<file path="src/rtl/vga_pkg.sv">
// Shared frame-buffer geometry, pixel format and loader state encoding.
package vga_pkg;

    localparam int H_PIX   = 128;
    localparam int V_PIX   = 96;
    localparam int ADDR_W  = 14;
    localparam int RGB_W   = 3;
    localparam int COORD_W = 7;

    typedef enum logic [1:0] {
        IDLE = 2'd0,
        LOAD = 2'd1,
        DONE = 2'd2
    } load_state_t;

    // Same packing the display path uses for its read address.
    function automatic logic [ADDR_W-1:0] pack_addr(input logic [COORD_W-1:0] row,
                                                    input logic [COORD_W-1:0] col);
        return {row, col};
    endfunction

endpackage

</file>
<file path="src/rtl/vram_loader_if.sv">
// Pixel stream (valid/ready) plus the VRAM write port driven by the loader.
interface vram_loader_if;

    logic                      in_valid;
    logic                      in_ready;
    logic                      in_sof;
    logic [vga_pkg::RGB_W-1:0] in_rgb;

    logic                       wr_en;
    logic [vga_pkg::ADDR_W-1:0] wr_addr;
    logic [vga_pkg::RGB_W-1:0]  wr_rgb;

    modport master (
        output in_valid,
        output in_sof,
        output in_rgb,
        input  in_ready,
        input  wr_en,
        input  wr_addr,
        input  wr_rgb
    );

    modport slave (
        input  in_valid,
        input  in_sof,
        input  in_rgb,
        output in_ready,
        output wr_en,
        output wr_addr,
        output wr_rgb
    );

endinterface

</file>
<file path="src/rtl/pix_addr_counter.sv">
// Row-major (row, col) position counter for the frame buffer; col wraps into row.
module pix_addr_counter
    import vga_pkg::*;
(
    input  logic               clk,
    input  logic               reset,
    input  logic               inc,
    input  logic               clr_to_one,
    output logic [COORD_W-1:0] col,
    output logic [COORD_W-1:0] row,
    output logic               last
);

    localparam logic [COORD_W-1:0] COL_MAX = COORD_W'(H_PIX - 1);
    localparam logic [COORD_W-1:0] ROW_MAX = COORD_W'(V_PIX - 1);

    always_ff @(posedge clk) begin
        if (!reset) begin
            col <= '0;
            row <= '0;
        end else if (clr_to_one) begin
            // The (0,0) pixel is written by the same beat, so the next one lands at col 1.
            col <= COORD_W'(1);
            row <= '0;
        end else if (inc) begin
            if (col == COL_MAX) begin
                col <= '0;
                row <= (row == ROW_MAX) ? '0 : row + COORD_W'(1);
            end else begin
                col <= col + COORD_W'(1);
            end
        end
    end

    assign last = (row == ROW_MAX) && (col == COL_MAX);

endmodule

</file>
<file path="src/rtl/vram_loader.sv">
// Streams RGB pixels into the VRAM in row-major order, optionally only during blanking.
//
// state | meaning
// IDLE  | waiting for a start-of-frame beat; beats without sof are dropped
// LOAD  | writing each accepted beat at the current (row, col)
// DONE  | one cycle after the final pixel; input stalled, then back to IDLE
module vram_loader
    import vga_pkg::*;
#(
    parameter bit SYNC_TO_BLANK = 1'b1
) (
    input  logic          clk,
    input  logic          reset,
    input  logic          blank,
    vram_loader_if.slave  bus,
    output logic          frame_done,
    output logic          sof_err
);

    load_state_t        state;
    logic [COORD_W-1:0] col;
    logic [COORD_W-1:0] row;
    logic               last;
    logic               accept;
    logic               sof_beat;
    logic               pix_beat;
    logic               inc;
    logic               pos_zero;

    assign bus.in_ready = (state != DONE) && (blank || !SYNC_TO_BLANK);
    assign accept       = bus.in_valid && bus.in_ready;
    assign sof_beat     = accept && bus.in_sof;
    assign pix_beat     = accept && !bus.in_sof && (state == LOAD);
    assign inc          = pix_beat;
    assign pos_zero     = (row == '0) && (col == '0);

    pix_addr_counter u_addr_cnt (
        .clk        (clk),
        .reset      (reset),
        .inc        (inc),
        .clr_to_one (sof_beat),
        .col        (col),
        .row        (row),
        .last       (last)
    );

    always_ff @(posedge clk) begin
        if (!reset) begin
            state       <= IDLE;
            bus.wr_en   <= 1'b0;
            bus.wr_addr <= '0;
            bus.wr_rgb  <= '0;
            frame_done  <= 1'b0;
            sof_err     <= 1'b0;
        end else begin
            bus.wr_en  <= 1'b0;
            frame_done <= 1'b0;
            sof_err    <= 1'b0;
            case (state)
                IDLE: begin
                    if (sof_beat) begin
                        bus.wr_en   <= 1'b1;
                        bus.wr_addr <= '0;
                        bus.wr_rgb  <= bus.in_rgb;
                        state       <= LOAD;
                    end
                end
                LOAD: begin
                    if (sof_beat) begin
                        // Resynchronise on an unexpected sof rather than finishing a torn frame.
                        bus.wr_en   <= 1'b1;
                        bus.wr_addr <= '0;
                        bus.wr_rgb  <= bus.in_rgb;
                        sof_err     <= !pos_zero;
                    end else if (pix_beat) begin
                        bus.wr_en   <= 1'b1;
                        bus.wr_addr <= pack_addr(row, col);
                        bus.wr_rgb  <= bus.in_rgb;
                        if (last) begin
                            frame_done <= 1'b1;
                            state      <= DONE;
                        end
                    end
                end
                DONE: begin
                    state <= IDLE;
                end
                default: begin
                    state <= IDLE;
                end
            endcase
        end
    end

endmodule

</file>
<file path="src/flat_wrapper.sv">
// flat-port wrapper written by rule: the top's interface ports become plain ports
module vram_loader_flat import vga_pkg::*;
#(
    parameter bit SYNC_TO_BLANK = 1'b1
)
  (clk, reset, blank, frame_done, sof_err, bus_in_valid, bus_in_sof, bus_in_rgb, bus_in_ready, bus_wr_en, bus_wr_addr, bus_wr_rgb);
  vram_loader_if bus_i ();
  input  logic clk;
  input  logic reset;
  input  logic blank;
  output logic frame_done;
  output logic sof_err;
  input wire logic [$bits(bus_i.in_valid)-1:0] bus_in_valid;
  input wire logic [$bits(bus_i.in_sof)-1:0] bus_in_sof;
  input wire logic [$bits(bus_i.in_rgb)-1:0] bus_in_rgb;
  output wire logic [$bits(bus_i.in_ready)-1:0] bus_in_ready;
  output wire logic [$bits(bus_i.wr_en)-1:0] bus_wr_en;
  output wire logic [$bits(bus_i.wr_addr)-1:0] bus_wr_addr;
  output wire logic [$bits(bus_i.wr_rgb)-1:0] bus_wr_rgb;
  assign bus_i.in_valid = bus_in_valid;
  assign bus_i.in_sof = bus_in_sof;
  assign bus_i.in_rgb = bus_in_rgb;
  assign bus_in_ready = bus_i.in_ready;
  assign bus_wr_en = bus_i.wr_en;
  assign bus_wr_addr = bus_i.wr_addr;
  assign bus_wr_rgb = bus_i.wr_rgb;
  vram_loader #(.SYNC_TO_BLANK(SYNC_TO_BLANK)) u_core (.clk(clk), .reset(reset), .blank(blank), .bus(bus_i), .frame_done(frame_done), .sof_err(sof_err));
endmodule
</file>
<file path="config.mk">
export PLATFORM = sky130hd
export DESIGN_NAME = vram_loader_flat
export DESIGN_NICKNAME = d
export VERILOG_FILES = /design/src/rtl/vga_pkg.sv /design/src/rtl/vram_loader_if.sv /design/src/rtl/pix_addr_counter.sv /design/src/rtl/vram_loader.sv /design/src/flat_wrapper.sv
export SDC_FILE = /design/constraint.sdc
export NUM_CORES = 1
export LEC_CHECK = 0
export CAP_MARGIN = 20
export CORE_ASPECT_RATIO = 0.6
export CORE_UTILIZATION = 37
export CTS_CLUSTER_SIZE = 14
export DETAILED_ROUTE_END_ITERATION = 8
export GPL_TIMING_DRIVEN = 0
export PLACE_DENSITY = 0.69
export SLEW_MARGIN = 20
export SYNTH_ARGS = -nofsm -noshare
export SYNTH_HDL_FRONTEND = slang
export SYNTH_SLANG_ARGS = --single-unit
</file>
<file path="constraint.sdc">
create_clock -name clk -period 2 [get_ports clk]
set_clock_uncertainty 0.1 [all_clocks]
set_input_delay 0.4 -clock clk [delete_from_list [all_inputs] [get_ports clk]]
set_output_delay 0.4 -clock clk [all_outputs]
set_load 0.02 [all_outputs]
</file>
==> impl_results.md, run 1 <==
- Status: finished, violations left
- Violated checks: DRC
- Global-route wire length before repair: 6.189 mm
- Layout net count: 210
- Routed wire length: 3.820 mm
- Port Buffers: 28
- Largest fanout on the critical path: 8
- Switching power share of the total: 24.14%
- Worst slew margin relative to its limit: 52.34%
- WP data arrival: 2090 ps
- Sort of element at the end of the critical path: register
- Reg-to-reg setup timing slack: 30 ps
- Fraction of power consumed by sequential logic: 55.1%
- Footprint of the multi-input gates: 772.0 um^2
- Critical register-to-register path endpoint: u_core.u_addr_cnt.row[4]
- Die extent in x: 84.79 um
- Source of the worst hold timing path: u_core.bus.wr_addr[13]
- Peak clock frequency supported by timing: 508.7 MHz
- Routed len/inst: 15.53 um
- Depth of the worst register-to-register path: 6
- Post-Synthesis Mean Instance Area: 9.509 um^2
- Fraction of final layout cells sized beyond drive strength 1: 14.57%
- Share of the yosys chip area belonging to registers: 47.37%
- Total setup violations reported at the end of the flow: 0
- Initial Util: 39.96%
- Drt first pass iters: 6
- Post-route fraction of the period consumed by the critical path: 98.28%
- Num rows: 17
- Via count of the first global-routing pass: 1286
- P_leak: 0.7165 nW
- Syn Nets: 172
- Weighted congestion reported at the end of routability-driven placement: 0.8016
- Core box area: 3807 um^2
- Total track usage: 18.82%
- Final global-route overflow total: 0
- Start-to-end type of the worst setup path: register to register
- Total CTS buffers: 5
- Post-synthesis cell count: 160
- Post-route antenna net violation count: 0
- Netlist area before placement: 1521 um^2
- Top Ports: 29
- Final standard cell utilization of the core: 52.94%
- Routed vias/inst: 5.480
- HP Class: register to register
- Netlist cell types: 34
- Final routed DRC violation total: 1
- Fill cell count: 344
- Final Instance Count excl. Fillers: 246
- Initial antenna violation count: 0
- Total number of H-tree levels: 2
- Cell at the root of the clock tree: clkbuf_8
- Transition time at the pin with the least slew margin: 708.4 ps
- Flip-flop and latch area: 732.0 um^2
- Internal Power: 0.9964 mW
- Insertion delay of the later-clocked pin in the worst-skew pair: 290 ps
- Detailed placer's ending HPWL: 2.776 mm
- Min-Delay Path Depth: 1
- CTS Sinks: 36
- Commonest non-fill, non-tap cell in the layout: dfxtp_1
- Area overhead of the layout relative to synthesis: 32.48%
- Final Hold Fails: 0
- Clk pin slew, worst setup/hold paths: 70 ps
- Clock tree from TritonCTS: yes
- Number of warnings printed during yosys synthesis: 0
- Critical path required time: 2120 ps
- Power density over the cells: 651.7 nW/um^2
- R2r startpoint: u_core.u_addr_cnt.col[0]
- Total die area: 4381 um^2
- Max Cap Violations: 0
- CP startpoint kind: register
- Deepest clock path buffer count: 2
- Fin Hold WS: 385.6 ps
- Top library cells by usage in the layout, fill and taps aside: dfxtp_1 (31), clkdlybuf4s50_1 (24), nor2_1 (19), a22o_1 (14), nand3_1 (10)
- Pin count of the biggest net entering global routing: 13
- Total instance count after detailed placement: 235
- Sink of the worst hold path: u_core.bus.wr_addr[13]
- 1st-iter DRT viols: 101
- Power share of the combinational group: 6.2%
- P_sw: 0.3171 mW
- IR Drop Worst-Case VDD: 0.0003022 V
- Final max-slew violation count: 0
- Proportion of power drawn by the clock network: 38.8%
- Die Y: 51.67 um
- Minimum clock period: 1966 ps
- Flip-flop and latch count after synthesis: 36
- Via count: 1348
- Diodes inserted: 0
## cell usage after synthesis
library cell	count	area, um^2
and3_1	1	6.260
clkbuf_1	5	18.77
or2_2	1	6.260
and4b_1	1	10.01
nand4b_1	3	26.28
nand2b_1	1	6.260
nand4b_4	1	23.77
nand4_2	1	12.51
a22o_1	14	122.6
and2_1	2	12.51
inv_1	5	18.77
or3_1	1	6.260
nor3_1	6	30.03
nand2_1	6	22.52
nor2_1	20	75.07
a21oi_1	6	30.03
xor2_1	1	8.760
a21bo_2	1	10.01
o21bai_1	1	7.510
a31o_2	1	8.760
nand3b_1	3	22.52
ha_1	4	50.05
nand3_1	10	50.05
nor4_1	7	43.79
dfxtp_1	36	720.7
a31oi_1	2	12.51
clkinv_1	1	3.750
mux2i_1	4	40.04
nor4b_1	2	17.52
xnor2_1	7	61.31
or4_1	1	7.510
buf_2	2	10.01
and4_1	1	8.760
o21ai_0	2	10.01
## power groups by stage
stage / Combinational [mW] / Sequential [mW] / Clock [mW]
final: 0.0811 / 0.723 / 0.509
after CTS: 0.0787 / 0.725 / 0.520
after detailed placement: 0.0778 / 0.742 / 0
after global placement: 0.0750 / 0.741 / 0
after global routing: 0.0879 / 0.724 / 0.555
after floorplan: 0.0367 / 0.745 / 0
## critical path: stages, from the launching register on
cell and delay [ps]:
dfxtp_4 370, ha_4 150, nand2_2 90, or4_1 540, buf_6 160, or3_1 350, a21oi_1 140
## state kept, by name, indices dropped and copies added (netlist names)
| name | cells |
|---|---|
| u_core.u_addr_cnt.row | 7 |
| u_core.sof_err | 1 |
| u_core.state | 2 |
| u_core.bus.wr_rgb | 3 |
| u_core.bus.wr_en | 1 |
| u_core.frame_done | 1 |
| u_core.bus.wr_addr | 14 |
| u_core.u_addr_cnt.col | 7 |
## worst max-delay path by stage
stage                             startpoint                  endpoint  slack (ps)  cells past startpoint
floorplan           u_core.u_addr_cnt.col[0]  u_core.u_addr_cnt.row[4]          80                      6
detailed placement                     blank    u_core.bus.wr_addr[11]        -550                      6
global placement                       blank     u_core.bus.wr_addr[7]        -450                      6
CTS                 u_core.u_addr_cnt.col[0]  u_core.u_addr_cnt.row[4]           4                      6
finish              u_core.u_addr_cnt.col[0]  u_core.u_addr_cnt.row[4]          30                      6
global route        u_core.u_addr_cnt.col[0]  u_core.u_addr_cnt.row[4]         -20                      6
## through the flow
stage | setup TNS [ps] | cell area (um^2) | total power, mW | setup WS, ps
finish | 0 | 2016 | 1.314 | 34.32
CTS | 0 | 1982 | 1.324 | 4.111
floorplan | 0 | 1521 | 0.7813 | 78.18
global route | -22.28 | 2016 | 1.367 | -22.28
detailed placement | -10820 | 1861 | 0.8194 | -546.6
global placement | -8848 | 1861 | 0.8160 | -452.5
## routing by layer
layer	part of all wire [%]	global-route usage [%]	wire length [um]
met1	44	24.63	1692
met2	46	29.27	1751
met3	8.9	5.079	340
met4	0.92	8.757	35
met5	0	0	0
## cell families after synthesis
group / count (synthesis) / share of synthesized area (%)
simple gates: 68 / 25.49
mux: 4 / 2.632
xor+xnor: 8 / 4.605
compound gates: 27 / 13.24
flops: 36 / 47.37
fa+ha+maj: 4 / 3.290
buf+inv: 13 / 3.372
## final cells by class
cell class	instances	area share (%)
Multi-Input combinational cell	111	38.30
Timing Repair Buffer	31	14.84
Inverter	6	1.117
Clock inverter	3	0.9311
Tap cell	47	2.917
Clock buffer	5	3.414
Sequential cell	36	36.31
Buffer	7	2.173
## timing repair
action                     CTS  global route
setup buffers                2             1
pin swaps                    0             0
resized for setup           16            11
hold buffers                 0             0
setup endpoints to repair   21             2
cloned                       0             0
No activity file was read; power rests on OpenSTA's default activity.
==> run 2: changes to the inputs <==
- ABC_CLOCK_PERIOD_IN_PS: not set -> 2000
- CORE_UTILIZATION: 37 -> 40
- PLACE_DENSITY: 0.69 -> 0.74
==> run 2 against run 1 <==
Net effect: the run now ends clean; critical path depth unchanged; via count down 0.59%; count of clock-buffer cells in the layout up 1; critical path type is now input pin to register; largest cell class unchanged; largest power group unchanged.
==> impl_results.md, run 2 (synthesis results as in run 1) <==
- Total die area: 4062 um^2 (was 4381 um^2)
- Total CTS buffers: 5 (unchanged)
- Via count: 1340 (was 1348)
- Min-Delay Path Depth: 1 (unchanged)
- P_leak: 0.7194 nW (was 0.7165 nW)
- Total number of H-tree levels: 2 (unchanged)
- R2r startpoint: u_core.u_addr_cnt.col[4] (was u_core.u_addr_cnt.col[0])
- Number of buffer and inverter instances along the worst setup path: 2 (was 1)
- Total setup violations reported at the end of the flow: 0 (unchanged)
- Routed len/inst: 15.37 um (was 15.53 um)
- Commonest non-fill, non-tap cell in the layout: dfxtp_1 (unchanged)
- Routed vias/inst: 5.560 (was 5.480)
- Global-route wire length before repair: 5.947 mm (was 6.189 mm)
- Top Ports: 29 (unchanged)
- Final Hold Fails: 0 (unchanged)
- Clock tree from TritonCTS: yes (unchanged)
- Transition time at the pin with the least slew margin: 775.4 ps (was 708.4 ps)
- Die extent in x: 81.62 um (was 84.79 um)
- Cell area reported after detailed placement: 1858 um^2 (was 1861 um^2)
- Final global-route overflow total: 0 (unchanged)
- Ordered cell list for the critical path: dlygate4sd2_1 > nand4b_4 > or4_4 > buf_6 > or3_4 > a21oi_2 (was ha_4 > nand2_2 > or4_1 > buf_6 > or3_1 > a21oi_1)
- Final max-slew violation count: 0 (unchanged)
- Initial Util: 44.19% (was 39.96%)
- Peak clock frequency supported by timing: 509.1 MHz (was 508.7 MHz)
- Total track usage: 20.06% (was 18.82%)
- Register name with the most flops: u_core.bus.wr_addr (unchanged)
- Final Instance Count excl. Fillers: 241 (was 246)
- Minimum clock period: 1964 ps (was 1966 ps)
- Deepest clock path buffer count: 2 (unchanged)
- Num rows: 16 (was 17)
- Cell at the root of the clock tree: clkbuf_8 (unchanged)
- Setup TNS Final: 0 ps (unchanged)
- Initial antenna violation count: 0 (unchanged)
- Post-route met1 wirelength: 1.712 mm (was 1.692 mm)
- HP Class: register to register (unchanged)
- Slowest cell on crit path: or4_4 (was or4_1)
- Layout net count: 208 (was 210)
- Post-route fraction of the period consumed by the critical path: 98.21% (was 98.28%)
- Post-route antenna net violation count: 0 (unchanged)
- Detail Route met3 WL: 288 um (was 340 um)
- WP data arrival: 2080 ps (was 2090 ps)
- Port Buffers: 28 (unchanged)
- Top library cells by usage in the layout, fill and taps aside: dfxtp_1 (30), clkdlybuf4s50_1 (24), nor2_1 (18), a22o_1 (14), nand3_1 (10) (was dfxtp_1 (31), clkdlybuf4s50_1 (24), nor2_1 (19), a22o_1 (14), nand3_1 (10))
- Fraction of final layout cells sized beyond drive strength 1: 15.82% (was 14.57%)
- Weighted congestion reported at the end of routability-driven placement: 0.8267 (was 0.8016)
- Drt first pass iters: 4 (was 6)
- End point of the critical path: u_core.u_addr_cnt.row[4] (unchanged)
- CP startpoint: bus_in_sof (was u_core.u_addr_cnt.col[0])
- CTS Sinks: 36 (unchanged)
- Worst slew margin relative to its limit: 47.83% (was 52.34%)
- Die Y: 49.77 um (was 51.67 um)
- Status: completed (was finished, violations left)
- Routed wire length: 3.704 mm (was 3.820 mm)
- Critical path required time: 2120 ps (about the same)
- Max FFs per register: 14 (unchanged)
- Total instance count after detailed placement: 233 (was 235)
- Core box area: 3443 um^2 (was 3807 um^2)
- Stages on the worst setup path: 6 (unchanged)
- Reg-to-reg setup timing slack: 50 ps (was 30 ps)
- Insertion delay of the later-clocked pin in the worst-skew pair: 290 ps (about the same)
- Start-to-end type of the worst setup path: input pin to register (was register to register)
- Final Cell Area: 2007 um^2 (was 2016 um^2)
- Power density over the cells: 639.6 nW/um^2 (was 651.7 nW/um^2)
- Largest fanout on the critical path: 8 (unchanged)
- Pin count of the biggest net entering global routing: 11 (was 13)
- Highest metal used: met4 (unchanged)
- Critical register-to-register path endpoint: u_core.u_addr_cnt.row[4] (unchanged)
- Max Cap Violations: 0 (unchanged)
- Hold bufs inserted after CTS: 0 (unchanged)
- IR Drop Worst-Case VDD: 0.0002852 V (was 0.0003022 V)
- Final routed DRC violation total: 0 (was 1)
- Fill cell count: 307 (was 344)
- Sort of element at the end of the critical path: register (unchanged)
- 1st-iter DRT viols: 94 (was 101)
- Clk pin slew, worst setup/hold paths: 70 ps (about the same)
- Largest stage delay on the critical path: 450 ps (was 540 ps)
- Setup repair after global routing missed its margin: true
- Total power consumption of the routed design: 1.284 mW (was 1.314 mW)
- CP startpoint kind: input pin (was register)
- Met2 wire length: 1.612 mm (was 1.751 mm)
- Family with the most delay on the worst path: simple AND/OR/NAND/NOR gates (unchanged)
- Diodes inserted: 0 (unchanged)
- Via count of the first global-routing pass: 1258 (was 1286)
- Detailed placer's ending HPWL: 2.794 mm (was 2.776 mm)
- Leading registers by flop count: u_core.bus.wr_addr: 14 flops, u_core.u_addr_cnt.col: 7 flops, u_core.u_addr_cnt.row: 7 flops (unchanged)
- Area overhead of the layout relative to synthesis: 31.91% (was 32.48%)
- Depth of the worst register-to-register path: 5 (was 6)
[run 2: changes by cell type in the layout (fill, tap and decap cells not counted), sizes merged]
cell | previous run | this run
buf | 6 | 4
clkbuf | 9 | 10
clkdlybuf4s15 | 1 | 0
clkinv | 4 | 1
clkinvlp | 0 | 1
dlygate4sd2 | 3 | 4
[run 2: per-layer routing]
metal  GRT usage [%]  up-vias
met5               0        -
met3           5.556       11
met2           30.69       50
li1                -      646
met1           26.44      633
met4           8.187        0
[run 2: power breakdown]
group,switching (mW),internal [mW],total (mW)
sequential,0.00332,0.720,0.723
combinational,0.0466,0.0339,0.0805
clock,0.243,0.236,0.480
[run 2: repair_timing]
item,CTS,global route
pin swaps,1,0
hold endpoints to repair,0,0
resized for setup,15,19
setup endpoints to repair,17,12
buffers inserted,0,1
[run 2: stage by stage]
stage          utilization, %  setup WS (ps)  hold slack, ps
2_1_floorplan               -          78.18           373.2
3_3_place_gp            53.96         -438.4           361.3
3_5_place_dp            53.96         -522.9           367.2
4_1_cts                 56.87          1.422           385.5
5_1_grt                 58.28         -7.172           400.9
6_report                58.28          35.74           379.7
[run 2: cell type report]
class / instances / area, um^2 / area share, %
repair buffers: 29 / 282.8 / 14.09
clock buffers: 6 / 72.57 / 3.616
flip-flops and latches: 36 / 733.2 / 36.53
multi-input cells: 111 / 787.0 / 39.21
clock inverters: 1 / 5.005 / 0.2494
plain buffers: 7 / 43.79 / 2.182
inverters: 6 / 26.28 / 1.309
well taps: 45 / 56.30 / 2.805
[run 2: worst min path at each step]
| stage | end | from |
|---|---|---|
| 2_1_floorplan | u_core.u_addr_cnt.row[1] | u_core.u_addr_cnt.row[1] |
| 3_3_place_gp | u_core.bus.wr_addr[6] | u_core.bus.wr_addr[6] |
| 3_5_place_dp | u_core.bus.wr_addr[7] | u_core.bus.wr_addr[7] |
| 4_1_cts | u_core.bus.wr_addr[12] | u_core.bus.wr_addr[12] |
| 5_1_grt | u_core.bus.wr_addr[7] | u_core.bus.wr_addr[7] |
| 6_report | u_core.bus.wr_addr[7] | u_core.bus.wr_addr[7] |
[run 2: worst reg2reg max path: stages, from the launching register on]
cell and delay (ps):
dfxtp_2 410, nand4_2 200, or4_4 520, buf_6 150, or3_4 360, a21oi_2 140
